## config.mk

```make
export PLATFORM = sky130hd
export DESIGN_NAME = recv_frames
export DESIGN_NICKNAME = d
export VERILOG_FILES = /design/src/rtl/comms_pkg.sv /design/src/rtl/recv_frame_rx.sv /design/src/rtl/recv_frames.sv
export SDC_FILE = /design/constraint.sdc
export NUM_CORES = 1
export LEC_CHECK = 0
export ABC_CLOCK_PERIOD_IN_PS = 2700
export CORE_MARGIN = 2
export CORE_UTILIZATION = 29
export DETAILED_ROUTE_END_ITERATION = 16
export GPL_TIMING_DRIVEN = 1
export PLACE_DENSITY = 0.5
export RECOVER_POWER = 25
export SETUP_SLACK_MARGIN = 0.15
export SKIP_LAST_GASP = 1
export SLEW_MARGIN = 20
export SYNTH_ARGS = -nofsm -noshare
export SYNTH_HDL_FRONTEND = slang
export SYNTH_SLANG_ARGS = --single-unit
export TNS_END_PERCENT = 20
```

## constraint.sdc

```tcl
create_clock -name clk_in -period 2.7 [get_ports clk_in]
set_clock_uncertainty 0.15 [all_clocks]
set_input_delay 0.27 -clock clk_in [delete_from_list [all_inputs] [get_ports clk_in]]
set_output_delay 0.27 -clock clk_in [all_outputs]
set_load 0.01 [all_outputs]
```

## src/rtl/comms_pkg.sv

```systemverilog
// Shared definitions for the serial receive path: receive-frame FSM state
// encoding and default link constants.
package comms_pkg;

   // Frame sub-FSM states of the receiver.
   typedef enum logic [1:0] {
      IDLE  = 2'd0,
      START = 2'd1,
      DATA  = 2'd2,
      STOP  = 2'd3
   } rx_state_e;

   localparam int CLK_BAUD_RATIO_DEFAULT = 25;
   localparam int FRAME_SIZE_DEFAULT     = 8;

endpackage : comms_pkg

```

## src/rtl/recv_frame_rx.sv

```systemverilog
// Single-frame receiver: two-flop synchroniser on the serial line, start-edge
// detection, a bit timer and the IDLE/START/DATA/STOP frame FSM. Emits a
// one-cycle frame_done or frame_err strobe in the stop-sample cycle, with the
// received bits (LSB first on the line) presented on frame_data.
module recv_frame_rx
   import comms_pkg::*;
#(
   parameter int CLK_BAUD_RATIO = CLK_BAUD_RATIO_DEFAULT,
   parameter int FRAME_SIZE     = FRAME_SIZE_DEFAULT
) (
   input  logic                  clk_in,
   input  logic                  rst_n_in,
   input  logic                  rx_in,
   output logic                  frame_done,
   output logic                  frame_err,
   output logic [FRAME_SIZE-1:0] frame_data,
   output logic                  rx_busy
);

   localparam int TW = $clog2(CLK_BAUD_RATIO);
   localparam int BW = (FRAME_SIZE > 1) ? $clog2(FRAME_SIZE) : 1;
   localparam logic [TW-1:0] HALF_C     = TW'(CLK_BAUD_RATIO / 2);
   localparam logic [TW-1:0] FULL_C     = TW'(CLK_BAUD_RATIO - 1);
   localparam logic [BW-1:0] LAST_BIT_C = BW'(FRAME_SIZE - 1);

   logic                  sync1_q, sync1_d;
   logic                  sync2_q, sync2_d;
   logic                  prev_q, prev_d;
   rx_state_e             state_q, state_d;
   logic [TW-1:0]         timer_q, timer_d;
   logic [BW-1:0]         bit_cnt_q, bit_cnt_d;
   logic [FRAME_SIZE-1:0] shift_q, shift_d;
   logic                  rxs_s;
   logic                  start_edge_s;
   logic                  done_s;
   logic                  err_s;

   assign rxs_s        = sync2_q;
   assign start_edge_s = prev_q & ~sync2_q;

   // Synchroniser chain plus one delayed copy for falling-edge detection.
   always_comb begin
      sync1_d = rx_in;
      sync2_d = sync1_q;
      prev_d  = sync2_q;
   end

   // Frame FSM: start validation at mid-bit, data sampling, stop check.
   always_comb begin
      state_d   = state_q;
      timer_d   = timer_q;
      bit_cnt_d = bit_cnt_q;
      shift_d   = shift_q;
      done_s    = 1'b0;
      err_s     = 1'b0;
      case (state_q)
         IDLE: begin
            if (start_edge_s) begin
               state_d = START;
               timer_d = {TW{1'b0}};
            end else begin
               timer_d = {TW{1'b0}};
            end
         end
         START: begin
            if (timer_q == HALF_C) begin
               timer_d   = {TW{1'b0}};
               bit_cnt_d = {BW{1'b0}};
               if (!rxs_s) begin
                  state_d = DATA;
               end else begin
                  // Line back high at mid-start: glitch, drop silently.
                  state_d = IDLE;
               end
            end else begin
               timer_d = timer_q + TW'(1);
            end
         end
         DATA: begin
            if (timer_q == FULL_C) begin
               timer_d = {TW{1'b0}};
               shift_d = (shift_q >> 1) | (FRAME_SIZE'(rxs_s) << (FRAME_SIZE - 1));
               if (bit_cnt_q == LAST_BIT_C) begin
                  state_d = STOP;
               end else begin
                  bit_cnt_d = bit_cnt_q + BW'(1);
               end
            end else begin
               timer_d = timer_q + TW'(1);
            end
         end
         STOP: begin
            if (timer_q == FULL_C) begin
               timer_d = {TW{1'b0}};
               state_d = IDLE;
               done_s  = rxs_s;
               err_s   = ~rxs_s;
            end else begin
               timer_d = timer_q + TW'(1);
            end
         end
         default: begin
            state_d = IDLE;
            timer_d = {TW{1'b0}};
         end
      endcase
   end

   // State registers; synchroniser resets to the idle-high line level.
   always_ff @(posedge clk_in or negedge rst_n_in) begin
      if (!rst_n_in) begin
         sync1_q   <= 1'b1;
         sync2_q   <= 1'b1;
         prev_q    <= 1'b1;
         state_q   <= IDLE;
         timer_q   <= {TW{1'b0}};
         bit_cnt_q <= {BW{1'b0}};
         shift_q   <= {FRAME_SIZE{1'b0}};
      end else begin
         sync1_q   <= sync1_d;
         sync2_q   <= sync2_d;
         prev_q    <= prev_d;
         state_q   <= state_d;
         timer_q   <= timer_d;
         bit_cnt_q <= bit_cnt_d;
         shift_q   <= shift_d;
      end
   end

   assign frame_done = done_s;
   assign frame_err  = err_s;
   assign frame_data = shift_q;
   assign rx_busy    = (state_q != IDLE);

endmodule : recv_frame_rx

```

## src/rtl/recv_frames.sv

```systemverilog
// Multi-frame UART receiver: assembles FRAMES consecutive frames (first frame
// in the least-significant bits) into one word, strobing valid_out when the
// word completes and error_out on a framing error.
// Optional feature: define RECV_FRAMES_TIMEOUT_EN to abort a partial word that
// sits idle for TIMEOUT_BITS bit-times; without it a partial word waits forever.
module recv_frames
   import comms_pkg::*;
#(
   parameter  int CLK_BAUD_RATIO = CLK_BAUD_RATIO_DEFAULT,
   parameter  int FRAME_SIZE     = FRAME_SIZE_DEFAULT,
   parameter  int FRAMES         = 2,
   parameter  int TIMEOUT_BITS   = 16,
   localparam int DATA_SIZE      = FRAME_SIZE * FRAMES
) (
   input  logic                 clk_in,
   input  logic                 rst_n_in,
   input  logic                 rx_in,
   output logic [DATA_SIZE-1:0] data_out,
   output logic                 valid_out,
   output logic                 error_out,
   output logic                 busy_out
);

   localparam int CNT_W = $clog2(FRAMES + 1);
   localparam logic [CNT_W-1:0]     LAST_FRAME_C = CNT_W'(FRAMES - 1);
   localparam logic [DATA_SIZE-1:0] FRAME_MASK_C = DATA_SIZE'({FRAME_SIZE{1'b1}});

   // Reject parameter sets the bit timer cannot support.
   if (CLK_BAUD_RATIO < 4 || TIMEOUT_BITS < 1) begin : g_bad_param
      $error("recv_frames: CLK_BAUD_RATIO must be >= 4 and TIMEOUT_BITS >= 1");
   end

   logic                  frame_done_s;
   logic                  frame_err_s;
   logic [FRAME_SIZE-1:0] frame_data_s;
   logic                  rx_busy_s;
   logic                  timeout_s;
   logic [DATA_SIZE-1:0]  word_s;
   int                    shamt_s;

   logic [CNT_W-1:0]      frame_cnt_q, frame_cnt_d;
   logic [DATA_SIZE-1:0]  asm_q, asm_d;
   logic [DATA_SIZE-1:0]  data_q, data_d;
   logic                  valid_q, valid_d;
   logic                  error_q, error_d;

   recv_frame_rx #(
      .CLK_BAUD_RATIO (CLK_BAUD_RATIO),
      .FRAME_SIZE     (FRAME_SIZE)
   ) u_rx (
      .clk_in     (clk_in),
      .rst_n_in   (rst_n_in),
      .rx_in      (rx_in),
      .frame_done (frame_done_s),
      .frame_err  (frame_err_s),
      .frame_data (frame_data_s),
      .rx_busy    (rx_busy_s)
   );

`ifdef RECV_FRAMES_TIMEOUT_EN
   localparam int TO_LIMIT = TIMEOUT_BITS * CLK_BAUD_RATIO;
   localparam int TO_W     = $clog2(TO_LIMIT + 1);
   localparam logic [TO_W-1:0] TO_LAST_C = TO_W'(TO_LIMIT - 1);

   logic [TO_W-1:0] idle_cnt_q, idle_cnt_d;

   // Idle counter runs only between frames of a partial word; any activity
   // on the frame FSM (including a false start) clears it.
   always_comb begin
      timeout_s  = 1'b0;
      idle_cnt_d = {TO_W{1'b0}};
      if (!rx_busy_s && (frame_cnt_q != {CNT_W{1'b0}})) begin
         if (idle_cnt_q == TO_LAST_C) begin
            timeout_s = 1'b1;
         end else begin
            idle_cnt_d = idle_cnt_q + TO_W'(1);
         end
      end else begin
         idle_cnt_d = {TO_W{1'b0}};
      end
   end

   // Idle counter register.
   always_ff @(posedge clk_in or negedge rst_n_in) begin
      if (!rst_n_in) begin
         idle_cnt_q <= {TO_W{1'b0}};
      end else begin
         idle_cnt_q <= idle_cnt_d;
      end
   end
`else
   // No timeout: a partial word is held until its remaining frames arrive.
   always_comb begin
      timeout_s = 1'b0;
   end
`endif

   // Word assembly: place the frame at its slot, publish on the last frame,
   // discard the partial word on framing error or timeout.
   always_comb begin
      shamt_s     = int'(frame_cnt_q) * FRAME_SIZE;
      word_s      = (asm_q & ~(FRAME_MASK_C << shamt_s)) |
                    (DATA_SIZE'(frame_data_s) << shamt_s);
      frame_cnt_d = frame_cnt_q;
      asm_d       = asm_q;
      data_d      = data_q;
      valid_d     = 1'b0;
      error_d     = 1'b0;
      if (frame_err_s) begin
         error_d     = 1'b1;
         frame_cnt_d = {CNT_W{1'b0}};
         asm_d       = {DATA_SIZE{1'b0}};
      end else if (frame_done_s) begin
         if (frame_cnt_q == LAST_FRAME_C) begin
            data_d      = word_s;
            valid_d     = 1'b1;
            frame_cnt_d = {CNT_W{1'b0}};
            asm_d       = {DATA_SIZE{1'b0}};
         end else begin
            asm_d       = word_s;
            frame_cnt_d = frame_cnt_q + CNT_W'(1);
         end
      end else if (timeout_s) begin
         error_d     = 1'b1;
         frame_cnt_d = {CNT_W{1'b0}};
         asm_d       = {DATA_SIZE{1'b0}};
      end else begin
         asm_d = asm_q;
      end
   end

   // Word-level registers and registered strobes.
   always_ff @(posedge clk_in or negedge rst_n_in) begin
      if (!rst_n_in) begin
         frame_cnt_q <= {CNT_W{1'b0}};
         asm_q       <= {DATA_SIZE{1'b0}};
         data_q      <= {DATA_SIZE{1'b0}};
         valid_q     <= 1'b0;
         error_q     <= 1'b0;
      end else begin
         frame_cnt_q <= frame_cnt_d;
         asm_q       <= asm_d;
         data_q      <= data_d;
         valid_q     <= valid_d;
         error_q     <= error_d;
      end
   end

   assign data_out  = data_q;
   assign valid_out = valid_q;
   assign error_out = error_q;
   assign busy_out  = rx_busy_s | (frame_cnt_q != {CNT_W{1'b0}});

endmodule : recv_frames

```

==> metrics.md <==
| Metric | Value |
|---|---|
| Outcome | `completed` |
| First-pass GRT wire length | `5930 um` |
| Setup TNS Final | `0 ns` |
| Fin cells | `247` |
| Num rows | `30` |
| Biggest area contributors in the synthesized netlist | `dfrtp_1, mux2_2, dfstp_2` |
| Post-CTS resize count | `0` |
| Grt total ovfl | `0` |
| Worst setup margin | `0.577 ns` |
| Syn nets | `145` |
| GP Congestion | `0.698` |
| Clock tree buffer depth | `2` |
| H-tree Lvls | `2` |
| Number of global-route vias before repair | `1,219` |
| Wire length per cell | `14.4 um` |
| Post-CTS setup buffer count | `0` |
| Remaining antenna violation count | `0` |
| Clock-pin slew on the worst setup and hold paths | `0.09 ns` |
| Part of the Yosys area used for sequential elements | `61.5%` |
| Ys async rst share | `100%` |
| Skew-Pair Late Insertion Delay | `0.30 ns` |
| Fillers | `639` |
| Nets@finish | `173` |
| Worst-path maximum fanout | `17` |
| Total core area | `0.00672 mm2` |
| Initial DRC Count | `115` |
| Worst endpoint required time | `2.74 ns` |
| Initial antenna violation count | `0` |
| Die area | `0.00758 mm2` |
| Drc violations | `0` |
| Leakage | `1.14 nW` |
| Diode count | `0` |
| CP Data Arrival Time | `2.16 ns` |
| Cell accounting for the most synthesized area | `dfrtp_1` |
| Fin. Hold Viols | `0` |
| Endpoint class of the critical path | `flip-flop` |
| Clock sink count | `49` |
| FF-to-FF path depth | `6` |
| WHS Endpoint | `u_rx.prev_d` |
| Starting Density | `29.8%` |
| Mapped Cells | `138` |
| Pre-antenna DRT Iters | `4` |
| I/O Buffers | `21` |
| Post-synthesis register bit count | `49` |
| Final setup viols | `0` |
| CTS tree | `built` |
| CP Launch Type | `flip-flop` |
| Core Util, Final | `35.9%` |
| Synth Area per Inst | `14.5 um2` |
| Tmin final | `2.12 ns` |
| WL final | `3560 um` |
| Total track usage | `10.3%` |
| Syn Std Cell Area | `0.00200 mm2` |
| Final Total Pwr | `0.00161 W` |
| R2R Path End | `data_out[12]` |
| Avg Vias per Cell | `4.83` |
| Unrepaired setup endpoints after global routing | `no` |
| Pre-CTS setup slack | `0.556 ns` |
| Area Overhead vs Synth | `20.8%` |
| Count of different cell masters after synthesis | `32` |
| Die X | `87.0 um` |
| Layout cell share with drive strength beyond 1 | `25.1%` |
| Largest net degree at the start of global routing | `48` |
| Die Y | `87.0 um` |
| Cell total after placement | `238` |
| F_max | `471 MHz` |
| Relative slew slack | `23.1%` |
| R2R Path Start | `u_rx.timer_q[0]` |
| # Max-Cap Violations | `0` |
| Peak VDD IR | `256 uV` |
| Hold Buf Count CTS | `0` |
| Vias | `1,193` |
| Power Dens Cells | `666 mW/mm2` |
| Share of the synthesized area in the top cell type | `57.6%` |
| EDFF count, synth | `0` |
| Final HPWL DP | `2440 um` |
| Prevailing post-synth register cell | `dfrtp_1` |
| Clock Root Buffer | `clkbuf_8` |
| Final max-slew violation count | `0` |
| FF-to-FF setup slack | `0.58 ns` |
| Worst Hold Depth | `0` |
| Worst Hold Class | `flip-flop to flip-flop` |
| Least-Margin Pin Slew | `1.15 ns` |
| Hold Crit Start | `u_rx.sync1_q` |
| Cts bufs inserted | `5` |
| Synth warn | `0` |
| Crit share post-route | `78.6%` |
| I/O pins | `22` |
| Setup CP Type | `flip-flop to flip-flop` |
## metal layers
layer	part of all wire [%]	track usage, %
met2	48	15.0
met3	4.2	3.41
met5	0	0
met4	1.8	4.69
met1	46	13.9
## sequential cells by signal, indices dropped and copies added (netlist names), named ones only
name and cells:
error_out 1, frame_cnt_q 2, u_rx.prev_d 1, u_rx.timer_q 5
u_rx.prev_q 1, u_rx.frame_data 8, asm_q 8, u_rx.bit_cnt_q 3
u_rx.sync1_q 1, u_rx.state_q 1, valid_out 1, data_out 16
## per-stage QoR
stage	cell area, um2	hold WS, ns
4_1_cts	2400	0.0301
6_report	2410	0.218
2_1_floorplan	2000	-0.176
3_3_place_gp	2290	0.199
5_1_grt	2410	0.224
3_5_place_dp	2290	0.199
## worst max path at each step
stage                    start           end  slack [ns]  cells past startpoint
2_1_floorplan  u_rx.timer_q[0]  data_out[10]        0.65                      6
3_3_place_gp   u_rx.timer_q[0]  data_out[11]        0.62                      6
3_5_place_dp   u_rx.timer_q[0]   data_out[6]        0.56                      6
4_1_cts        u_rx.timer_q[0]   data_out[1]        0.55                      6
5_1_grt        u_rx.timer_q[0]   data_out[7]        0.45                      6
6_report       u_rx.timer_q[0]  data_out[12]        0.58                      6
## cell usage in the layout (no fill, tap or decap), drive strengths merged, types with 3 or more instances in the layout
cell	Yosys	final
buf	4	3
nor3	3	3
nand2	4	4
clkbuf	0	7
nor2	8	8
nand2b	3	3
inv	4	4
a22o	8	8
a32o	3	3
dfstp	3	3
mux2	25	25
nor2b	3	3
dfrtp	46	46
ha	4	4
clkdlybuf4s50	0	19
## cells in the mapped netlist (all sizes together) (2+ instances only)
library cell / number
nand2: 4
dfstp: 3
dfrtp: 46
a32o: 3
nor3: 3
nor2: 8
a22o: 8
nor4: 2
nor2b: 3
nand3: 2
mux2: 25
nand4b: 2
buf: 4
ha: 4
inv: 4
xor2: 2
nand2b: 3
and4b: 2
## worst max-delay path, cell delays in order, from the launching register on
cell and delay [ns]:
dfrtp_1 0.41, inv_1 0.07, ha_1 0.22, nand4b_4 0.22
nor4_4 0.29, buf_4 0.29, mux2_2 0.36
## area by class of cell
cell class                 count  area [um2]  area share, %
multi-input combinational     81         721           29.8
sequential                    49        1230           50.9
timing repair buffer          25         238           9.84
inverter                       4        15.0          0.622
clock buffer                   6        72.6           3.01
clock inverter                 2        38.8           1.61
tap                           80         100           4.15
## power by group
part | switching (W) | internal (W) | leakage (nW) | total [W]
logic | 0.000127 | 0.000108 | 0.429 | 0.000234
clock network | 0.000235 | 0.000278 | 0.0554 | 0.000514
registers | 0.0000743 | 0.000786 | 0.660 | 0.000860
## kinds of logic (layout without fill, tap and decap cells)
kind of cell	after synthesis	in the layout	share of synthesized area, %
xor gates and xnor gates	3	3	1.31
and+or+nand+nor	30	30	9.89
DFF	49	49	61.5
buffers and inverters	8	37	2.44
adders and majority gates	4	4	2.50
AOI/OAI and AO/OA	19	19	8.26
muxes	25	25	14.1
Note: power is estimated with default switching activity, not from simulation.
==> patch 1: new RTL, config.mk and constraints unchanged <==
Register the input `rx_in` before use, with the module's reset. The logic sees it one clock later.
--- a/src/rtl/recv_frames.sv
+++ b/src/rtl/recv_frames.sv
@@ -27,2 +27,12 @@
 
+   logic rx_q;
+
+   always_ff @(posedge clk_in or negedge rst_n_in) begin
+      if (!rst_n_in) begin
+         rx_q <= '0;
+      end else begin
+         rx_q <= rx_in;
+      end
+   end
+
    // Reject parameter sets the bit timer cannot support.
@@ -52,3 +62,3 @@
       .rst_n_in   (rst_n_in),
-      .rx_in      (rx_in),
+      .rx_in      (rx_q),
       .frame_done (frame_done_s),
Check against the original RTL: not equivalent (Yosys sat finds a counterexample within 4 cycles, from zero or initial values and one cycle with rst_n_in low).
==> patch 1 against the unedited design <==
- count of clock-buffer cells in the layout unchanged
- area after synthesis increased by 1.3%
- core utilization increased by 0.15 points
- non-clock buffer count increased by 1
- clock power about the same
- sequential cell count increased by 1
- routed wire length increased by 2.3%
- critical path depth unchanged
- power increased by 0.56%
- cell area increased by 0.98%
- setup slack got worse by 0.24 ns
- synthesized cell count increased by 0.72%
- critical endpoint is now data_out[1]
- highest routed layer unchanged
==> patch 1: results (changes against the unedited design) <==
| Metric | Value |
|---|---|
| First-pass GRT wire length | 6310 um (+6.4%) |
| Post-Layout Inst Area | 2440 um2 (+0.98%) |
| Sequential fraction of the synthesis area | 62.0% (+0.48 points) |
| Cells after synthesis | 139 (+0.72%) |
| Worst slew pin tran | 1.43 ns (+0.275 ns) |
| CP max stage delay | 0.51 ns (+0.10 ns) |
| DR iter-0 viols | 64 (-44%) |
| Global-route usage over all layers | 10.5% (+0.18 points) |
| Adder-Cell Fraction of Synth Area | 2.47% (-0.031 points) |
| Pin count of the biggest net entering global routing | 28 (-42%) |
| Post-Synth XOR/XNOR Area | 1.30% (-0.016 points) |
| Met3 wire length | 145 um (-2.7%) |
| Crit Path Max Fanout | 12 (-5) |
| Drt pass-1 iters | 5 (+1) |
| Hold Path Origin | rx_q |
| Multiplexer share of the synthesized area | 13.9% (-0.17 points) |
| DR vias | 1210 (+1.4%) |
| CP max-delay cell | nor4_4 |
| RR Endpoint | data_out[1] |
| WHS | 0.221 ns (+0.00321 ns) |
| R2R setup slack | 0.33 ns (-0.24 ns) |
| WL met1 | 1710 um (+4.7%) |
| Synth cell count leaders | dfrtp_1 (47), mux2_2 (25), a22o_1 (8) |
| Global placer's final weighted congestion | 0.799 (+15%) |
| Status | complete, no violations |
| Final Non-Filler Cells | 249 (+0.81%) |
| Dpl cells | 240 (+0.84%) |
patch 1: cell count changes after synthesis, sizes merged:
cell   change
dfrtp      +1
patch 1: final cells by class:
cell class                 count  share of cell area [%]
multi-input combinational     81                    29.6
timing repair buffer          26                    9.75
clock buffer                   6                    2.98
tap                           80                    4.10
sequential                    50                    51.5
inverter                       4                   0.616
clock inverter                 2                    1.54
patch 1: power by group through the flow:
stage / Sequential (W) / Clock [W] / Combinational, W
2_1_floorplan: 0.000851 / 0 / 0.000206
3_3_place_gp: 0.000878 / 0 / 0.000220
3_5_place_dp: 0.000883 / 0 / 0.000236
4_1_cts: 0.000870 / 0.000534 / 0.000236
5_1_grt: 0.000882 / 0.000566 / 0.000257
6_report: 0.000871 / 0.000515 / 0.000230
patch 1: timing repair:
action,in CTS,in global routing
endpoints found under the hold margin,47,0
hold buffers,1,0
setup endpoints to repair,0,0
patch 1: metal layers:
layer  GRT usage [%]  vias up
met3            2.45        2
met1            14.3      622
met4            3.36        0
met5               0        -
met2            16.6       30
li1                -      556
==> patch 2: new RTL, same flow settings <==
Without the edit above. `CLK_BAUD_RATIO_DEFAULT`: 25 -> 50.
--- a/src/rtl/comms_pkg.sv
+++ b/src/rtl/comms_pkg.sv
@@ -12,3 +12,3 @@
 
-   localparam int CLK_BAUD_RATIO_DEFAULT = 25;
+   localparam int CLK_BAUD_RATIO_DEFAULT = 50;
    localparam int FRAME_SIZE_DEFAULT     = 8;
Behaviour: no difference found for any inputs over 10 cycles, from zero or initial values and one cycle with rst_n_in low; that may be too few to reach the edited logic, so the function may still have changed.
==> patch 2 against the unedited design <==
- via count rose by 0.25%
- core utilization barely moved
- worst hold slack got worse by 0.0024 ns
- combinational power fell by 22%
- first-iteration DRC count fell by 42%
- non-clock buffer count did not move
- cell area rose by 2.3%
- area after synthesis rose by 4.5%
- sequential cell count rose by 1
- power fell by 9.5%
- setup slack got worse by 0.13 ns
- routed wire length fell by 1.9%
==> patch 2: results (changes against the unedited design) <==
| Metric | Value |
|---|---|
| Synth unique cells | 37 (+16%) |
| Sequential fraction of the synthesis area | 60.1% (-1.5 points) |
| Worst slew pin tran | 1.06 ns (-0.0947 ns) |
| RR Endpoint | data_out[2] |
| Placed Area | 2380 um2 (+3.8%) |
| Worst VDD drop | 0.000212 V (-17%) |
| DR iter-0 viols | 67 (-42%) |
| Largest delay contributor family on the critical path | simple AND/OR/NAND/NOR gates |
| Pin count of the biggest net entering global routing | 32 (-33%) |
| R2R depth | 7 (+1) |
| Post-Synthesis Net Count | 150 (+3.4%) |
| # fillers | 672 (+5.2%) |
| Final wirelength | 3490 um (-1.9%) |
| P&R area growth vs syn | 18.2% |
| Layout cell share with drive strength beyond 1 | 24.7% (-0.44 points) |
| Global placer's final weighted congestion | 0.693 (-0.70%) |
| Vias in the first global route | 1163 (-4.6%) |
| Internal power | 0.00106 W (-9.2%) |
| Critical R2R Launch | u_rx.timer_q[1] |
| Final HPWL DP | 2450 um (+0.43%) |
| NumNets Final | 177 (+2.3%) |
| Status | complete, no violations |
| Critical path arrival | 2.29 ns (+0.13 ns) |
| Leak | 1.13 nW (-1.5%) |
| Avg Vias per Cell | 4.50 (-6.9%) |
| R2R setup slack | 0.45 ns (-0.13 ns) |
==> patch 2: cell types whose count changed after synthesis, sizes merged, moves of 2 or more <==
cell	before	now
nor2	8	14
a31oi	0	2
nand2b	3	0
nor2b	3	1
a22o	8	10
inv	4	2
and4b	2	0
a32o	3	0
o21a	0	2
==> patch 2: power by group through the flow <==
stage | combinational, W | sequential, W | clock [W]
after global routing | 0.000209 | 0.000878 | 0.000470
after global placement | 0.000180 | 0.000879 | 0
after CTS | 0.000190 | 0.000866 | 0.000426
after detailed placement | 0.000187 | 0.000880 | 0
after floorplan | 0.000175 | 0.000846 | 0
final | 0.000183 | 0.000866 | 0.000406
==> patch 2: metal layers <==
| layer | global-route usage (%) | wire [um] | vias up |
|---|---|---|---|
| met1 | 13.1 | 1670 | 615 |
| met5 | 0 | 0 | - |
| met4 | 4.55 | 39 | 0 |
| li1 | - | - | 561 |
| met2 | 14.1 | 1670 | 18 |
| met3 | 3.08 | 107 | 2 |
==> patch 2: worst min path at each step <==
stage | from | to | slack (ns) | cells past startpoint
2_1_floorplan | rst_n_in | async pin | -0.18 | 0
3_3_place_gp | rst_n_in | u_rx.timer_q[2] | 0.08 | 1
3_5_place_dp | rst_n_in | u_rx.timer_q[4] | 0.09 | 1
4_1_cts | u_rx.sync1_q | u_rx.prev_d | 0.21 | 0
5_1_grt | u_rx.sync1_q | u_rx.prev_d | 0.22 | 0
6_report | u_rx.sync1_q | u_rx.prev_d | 0.22 | 0
==> patch 2: logic make-up after synthesis <==
family	count (synthesis)	synth area share (%)
fa+ha+maj	4	2.40
buf+inv	7	3.11
mux	25	15.0
compound gates	20	7.54
xor+xnor	4	1.68
simple gates	33	10.2
flops	50	60.1
==> patch 2: cell type report <==
class                      count  area share [%]
tap                           96            4.86
clock inverter                 2           0.608
clock buffer                   5            2.79
inverter                       2           0.304
multi-input combinational     86            31.2
sequential                    50            50.8
timing repair buffer          25            9.47
==> patch 2: repair_timing <==
item / 4_1_cts / 5_1_grt
hold buffers: 1 / 0
gates resized for setup: 0 / 0
setup buffers: 0 / 0
hold endpoints to repair: 16 / 0
==> patch 2: per-stage QoR <==
step | std cells | setup WS (ns) | hold WS [ns] | power [W]
6_report | 266 | 0.447 | 0.216 | 0.00145
5_1_grt | 266 | 0.211 | 0.224 | 0.00156
4_1_cts | 266 | 0.429 | 0.212 | 0.00148
3_5_place_dp | 258 | 0.436 | 0.0926 | 0.00107
3_3_place_gp | 258 | 0.483 | 0.0809 | 0.00106
2_1_floorplan | 143 | 0.594 | -0.176 | 0.00102
